$ cat src/rtl/ntt_scheduler.sv
// Round-robin owner selection and per-polynomial sequencing for the shared NTT engine.
// Only control flows through here; the polynomial muxes follow grant/poly_idx.
module ntt_scheduler #(
  parameter int NUM_REQ = 3,
  parameter int LEN_W   = 2,
  parameter int TIMEOUT = 4096,
  parameter int WD_W    = 13
) (
  input  logic                     clk,
  input  logic                     reset,
  input  logic [NUM_REQ-1:0]       req,
  input  logic [NUM_REQ*LEN_W-1:0] req_len,
  output logic [NUM_REQ-1:0]       grant,
  output logic [LEN_W-1:0]         poly_idx,
  output logic                     ntt_rst,
  output logic                     ntt_en,
  input  logic                     ntt_valid,
  output logic                     poly_done,
  output logic [NUM_REQ-1:0]       req_done,
  output logic                     err,
  output logic                     busy,
  output logic [2:0]               dbg_state
);

  // Handshake: req is a level held by the requester; it is sampled only in IDLE,
  // grant is one-hot for the whole burst, and req_done/err pulse once to close it.

  localparam int IDX_W = (NUM_REQ > 1) ? $clog2(NUM_REQ) : 1;

  typedef enum logic [2:0] {
    S_IDLE = 3'd0,
    S_CLR  = 3'd1,
    S_RUN  = 3'd2,
    S_CAPT = 3'd3,
    S_FIN  = 3'd4,
    S_ERR  = 3'd5
  } state_t;

  state_t             state_q, state_d;
  logic [NUM_REQ-1:0] grant_q, grant_d;
  logic [LEN_W-1:0]   idx_q, idx_d;
  logic [LEN_W-1:0]   len_q, len_d;
  logic [IDX_W-1:0]   owner_q, owner_d;
  logic [IDX_W-1:0]   rr_q, rr_d;
  logic [WD_W-1:0]    wd_q, wd_d;

  logic               found_hi, found_lo;
  logic [IDX_W-1:0]   sel_hi, sel_lo, sel_idx;
  logic [LEN_W-1:0]   sel_len;

  // Rotating priority: first request at or above the pointer, else the lowest one.
  always_comb begin
    found_hi = 1'b0;
    found_lo = 1'b0;
    sel_hi   = '0;
    sel_lo   = '0;
    for (int i = 0; i < NUM_REQ; i++) begin
      if (req[i] && !found_lo) begin
        found_lo = 1'b1;
        sel_lo   = IDX_W'(i);
      end
      if (req[i] && !found_hi && (IDX_W'(i) >= rr_q)) begin
        found_hi = 1'b1;
        sel_hi   = IDX_W'(i);
      end
    end
    sel_idx = found_hi ? sel_hi : sel_lo;
    sel_len = '0;
    for (int i = 0; i < NUM_REQ; i++) begin
      if (sel_idx == IDX_W'(i)) sel_len = req_len[i*LEN_W +: LEN_W];
    end
  end

  always_comb begin
    state_d = state_q;
    grant_d = grant_q;
    idx_d   = idx_q;
    len_d   = len_q;
    owner_d = owner_q;
    rr_d    = rr_q;
    wd_d    = wd_q;
    case (state_q)
      S_IDLE: begin
        if (|req) begin
          grant_d = NUM_REQ'(1) << sel_idx;
          owner_d = sel_idx;
          len_d   = sel_len;
          idx_d   = '0;
          state_d = S_CLR;
        end
      end
      S_CLR: begin
        wd_d    = '0;
        state_d = S_RUN;
      end
      S_RUN: begin
        wd_d = wd_q + 1'b1;
        // wd_q is zero only in the first RUN cycle, where a stale valid is ignored.
        if ((wd_q != '0) && ntt_valid) begin
          state_d = S_CAPT;
        end else if (wd_q == WD_W'(TIMEOUT - 1)) begin
          state_d = S_ERR;
        end
      end
      S_CAPT: begin
        if (idx_q == len_q) begin
          state_d = S_FIN;
        end else begin
          idx_d   = idx_q + 1'b1;
          state_d = S_CLR;
        end
      end
      S_FIN, S_ERR: begin
        grant_d = '0;
        idx_d   = '0;
        rr_d    = (owner_q == IDX_W'(NUM_REQ - 1)) ? '0 : owner_q + 1'b1;
        state_d = S_IDLE;
      end
      default: begin
        grant_d = '0;
        idx_d   = '0;
        state_d = S_IDLE;
      end
    endcase
  end

  // Outputs are decoded from the next state so they appear registered and Moore on state.
  always_ff @(posedge clk or negedge reset) begin
    if (!reset) begin
      state_q   <= S_IDLE;
      grant_q   <= '0;
      idx_q     <= '0;
      len_q     <= '0;
      owner_q   <= '0;
      rr_q      <= '0;
      wd_q      <= '0;
      ntt_rst   <= 1'b1;
      ntt_en    <= 1'b0;
      poly_done <= 1'b0;
      req_done  <= '0;
      err       <= 1'b0;
      busy      <= 1'b0;
    end else begin
      state_q   <= state_d;
      grant_q   <= grant_d;
      idx_q     <= idx_d;
      len_q     <= len_d;
      owner_q   <= owner_d;
      rr_q      <= rr_d;
      wd_q      <= wd_d;
      ntt_rst   <= (state_d == S_IDLE) || (state_d == S_CLR);
      ntt_en    <= (state_d == S_RUN);
      poly_done <= (state_d == S_CAPT);
      req_done  <= (state_d == S_FIN) ? grant_d : '0;
      err       <= (state_d == S_ERR);
      busy      <= (state_d != S_IDLE);
    end
  end

  assign grant     = grant_q;
  assign poly_idx  = idx_q;
  assign dbg_state = state_q;

endmodule

$ cat config.mk
export PLATFORM = sky130hd
export DESIGN_NAME = ntt_scheduler
export DESIGN_NICKNAME = d
export VERILOG_FILES = /design/src/rtl/ntt_scheduler.sv
export SDC_FILE = /design/constraint.sdc
export NUM_CORES = 1
export LEC_CHECK = 0
export CELL_PAD_IN_SITES_DETAIL_PLACEMENT = 1
export CELL_PAD_IN_SITES_GLOBAL_PLACEMENT = 2
export CORE_ASPECT_RATIO = 1.4
export CORE_UTILIZATION = 33
export CTS_CLUSTER_DIAMETER = 60
export DETAILED_ROUTE_END_ITERATION = 7
export MAX_ROUTING_LAYER = met4
export PLACE_DENSITY_LB_ADDON = 0.1
export SLEW_MARGIN = 20
export SYNTH_ARGS = -nofsm -noshare
export SYNTH_HDL_FRONTEND = slang
export SYNTH_SLANG_ARGS = --single-unit
$ cat constraint.sdc
create_clock -name clk -period 2.2 [get_ports clk]
set_input_delay 0.22 -clock clk [delete_from_list [all_inputs] [get_ports clk]]
set_output_delay 0.22 -clock clk [all_outputs]
set_load 0.01 [all_outputs]
==> impl_metrics.env <==
export IMPL_status="completed"
export IMPL_stdcell_count=266
export IMPL_firstDrtPassIters=6
export IMPL_worst_setup_path_start_kind="flop"
export IMPL_synth_area_um2=1680
export IMPL_hold_buffers=0
export IMPL_yosys_warnings=0
export IMPL_drive_above_1_share=0.09406
export IMPL_crit_path_max_incr_delay_ns=0.63
export IMPL_rsz0062_at_grt="no"
export IMPL_hold_violations=0
export IMPL_h_tree_depth=2
export IMPL_synth_top_area_cell="dfrtp_1"
export IMPL_dp_hpwl_mm=3.294
export IMPL_final_min_clock_period_ns=1.916
export IMPL_portBuffers=27
export IMPL_clk_latency_ns=0.28
export IMPL_fmax_ghz=0.5220
export IMPL_gp_congestion=0.7921
export IMPL_root_buffer="clkbuf_8"
export IMPL_grt_pass1_vias=1536
export IMPL_crit_chain="inv_1 -> ha_1 -> or4b_2 -> o31ai_4 -> o221a_2"
export IMPL_timing_final_crit_share=0.8708
export IMPL_cts_tree="done"
export IMPL_synth_seq_area_share=0.5220
export IMPL_cts_resized=0
export IMPL_start_util=0.3444
export IMPL_netlist_instances=167
export IMPL_fin_tns_setup_ns=0
export IMPL_endpoint_kind="flop"
export IMPL_synth_area_top_cells="dfrtp_1 (51%), nand2_1 (5.8%), mux2i_1 (4.2%)"
export IMPL_fp_dieW_um=62.31
export IMPL_rr_startpoint="wd_q[0]$_DFFE_PN0N_"
export IMPL_skew_ns=0.003773
export IMPL_core_area_um2=4880
export IMPL_met2_usage=0.3646
export IMPL_irDropWorstVdd_mv=0.4518
export IMPL_final_common_cell="dfrtp_1"
export IMPL_synth_nets=181
export IMPL_drtIter0Drc=41
export IMPL_busiest_layer="met2"
export IMPL_critPathBufInv=1
export IMPL_vias=1397
export IMPL_met3_usage=0.03947
export IMPL_use_met1=0.1845
export IMPL_via_per_inst=5.252
export IMPL_drt_total_wl_mm=4.323
export IMPL_dp_cells=258
export IMPL_maxCapViolCount=0
export IMPL_ys_ff_latch=35
export IMPL_dieArea_um2=5385
export IMPL_wl_per_cell_um=16.25
export IMPL_cts_inserted_buffers=5
export IMPL_crit_type="flop to flop"
export IMPL_grt_util_all_layers=0.1882
export IMPL_synth_async_reset_ratio=1.000
export IMPL_n_antenna_cell=0
export IMPL_drv_slew=0
export IMPL_yosys_area_top_type_share=0.5063
export IMPL_synth_distinct_cells=43
export IMPL_slowest_stage="or4b_2"
export IMPL_layout_common_cells="dfrtp_1 (34), clkdlybuf4s50_1 (27), nand2_1 (26)"
export IMPL_drc=0
export IMPL_post_cts_setup_buffer_count=0
export IMPL_startpoint="wd_q[0]$_DFFE_PN0N_"
export IMPL_grt_first_pass_wirelength_mm=7.555
export IMPL_arrival_ns=2.14
export IMPL_min_path_type="input port to asynchronous set/reset pin"
export IMPL_ant_nets=0
export IMPL_synth_edf_count=0
export IMPL_overflow=0
export IMPL_clk_path_buf_depth=2
export IMPL_pin_count=28
export IMPL_p_per_area_nw_per_um2=1155
export IMPL_slew_headroom=0.4919
export IMPL_synth_area_per_cell_um2=10.06
export IMPL_antenna_found_initial=0
export IMPL_clkTransAtPathRegs_ns=0.07
export IMPL_dominantRegCellSynth="dfrtp_1"
export IMPL_required_ns=2.42
export IMPL_grt_max_degree=36
export IMPL_cp_top_family="simple AND/OR/NAND/NOR gates"
export IMPL_path_max_fanout=5
export IMPL_leakagePower_nw=0.9323
export IMPL_syn2layout_area_growth_pct=26.21
export IMPL_setup_viol=0
export IMPL_nets=215
export IMPL_worst_pin_slew_ns=0.7563
export IMPL_clock_sinks=35
export IMPL_die_h_um=86.43
export IMPL_rows=30
## registers in the layout, summed over array words and instances (netlist names)
| signal | flops |
|---|---|
| ntt_rst | 1 |
| poly_done | 1 |
| dbg_state | 3 |
| ntt_en | 1 |
| poly_idx | 2 |
| len_q | 2 |
| owner_q | 2 |
| err | 1 |
| req_done | 3 |
| busy | 1 |
| wd_q | 13 |
| rr_q | 2 |
| grant | 3 |
## where the power goes
part | leakage (nW) | internal, mW | total, mW | switching (mW)
Sequential | 0.461 | 0.819 | 0.968 | 0.148
Combinational | 0.424 | 0.496 | 1.03 | 0.530
Clock | 0.0477 | 0.217 | 0.455 | 0.238
## per-stage QoR
step                total power, mW  worst slack (ns)  area [um2]  hold slack, ns    util
floorplan                     1.591            0.3801        1680        -0.07559       -
global placement              2.002            0.2859        2037          0.4440  0.4174
detailed placement            2.034            0.2717        2037          0.4684  0.4174
CTS                           2.502            0.2624        2121          0.3809  0.4346
global route                  2.653            0.1535        2121          0.4195  0.4346
finish                        2.449            0.2843        2121          0.3588  0.4346
## cells in the mapped netlist, types with 2 or more instances
cell and instances:
a222oi_1 2, nand4_1 5, and3_1 3, ha_1 2, o211ai_1 2, o21a_1 3
nand3_1 5, nor3b_1 2, xnor2_1 3, dfrtp_1 34, nand2_1 26, mux2i_1 7
nor3_1 3, or4_1 2, o31ai_1 4, a21oi_1 10, clkbuf_1 2, nor2_1 10
o21ai_0 10, inv_1 6, or2_2 2, and2_1 3
## metal layers
| metal | vias up | share of wire |
|---|---|---|
| met5 | - | 0 |
| met4 | 0 | 0.013 |
| met3 | 6 | 0.035 |
| li1 | 674 | - |
| met2 | 22 | 0.56 |
| met1 | 695 | 0.39 |
## cell type report
type                    instances  area, um2
inverters                       6      22.52
clock inverters                 3      15.01
fillers                       566       2759
flip-flops and latches         35      877.1
repair buffers                 31      300.3
clock buffers                   5      68.82
well taps                      64      80.08
multi-input cells             122      757.0
## final timing paths
path                                            to  slack (ns)  cells past startpoint
setup / recovery                  ntt_en$_DFF_PN0_        0.28                      5
hold / removal             poly_idx[0]$_DFFE_PN0P_        0.36                      2
setup reg to reg                  ntt_en$_DFF_PN0_        0.28                      5
hold reg to reg                rr_q[0]$_DFFE_PN0P_        0.48                      1
max in group asynchronous        ntt_rst$_DFF_PN1_        1.48                      2
min in group clk               rr_q[0]$_DFFE_PN0P_        0.48                      1
## cell families after synthesis
family | Yosys count | synth area share
AND/OR/NAND/NOR | 69 | 0.2070
AO/OA/AOI/OAI | 41 | 0.1713
flip-flops | 35 | 0.5220
buffers and inverters | 10 | 0.02755
multiplexers | 7 | 0.04170
XOR/XNOR | 3 | 0.01564
adder cells (fa/ha/maj) | 2 | 0.01489
(Power assumes the default switching activity.)
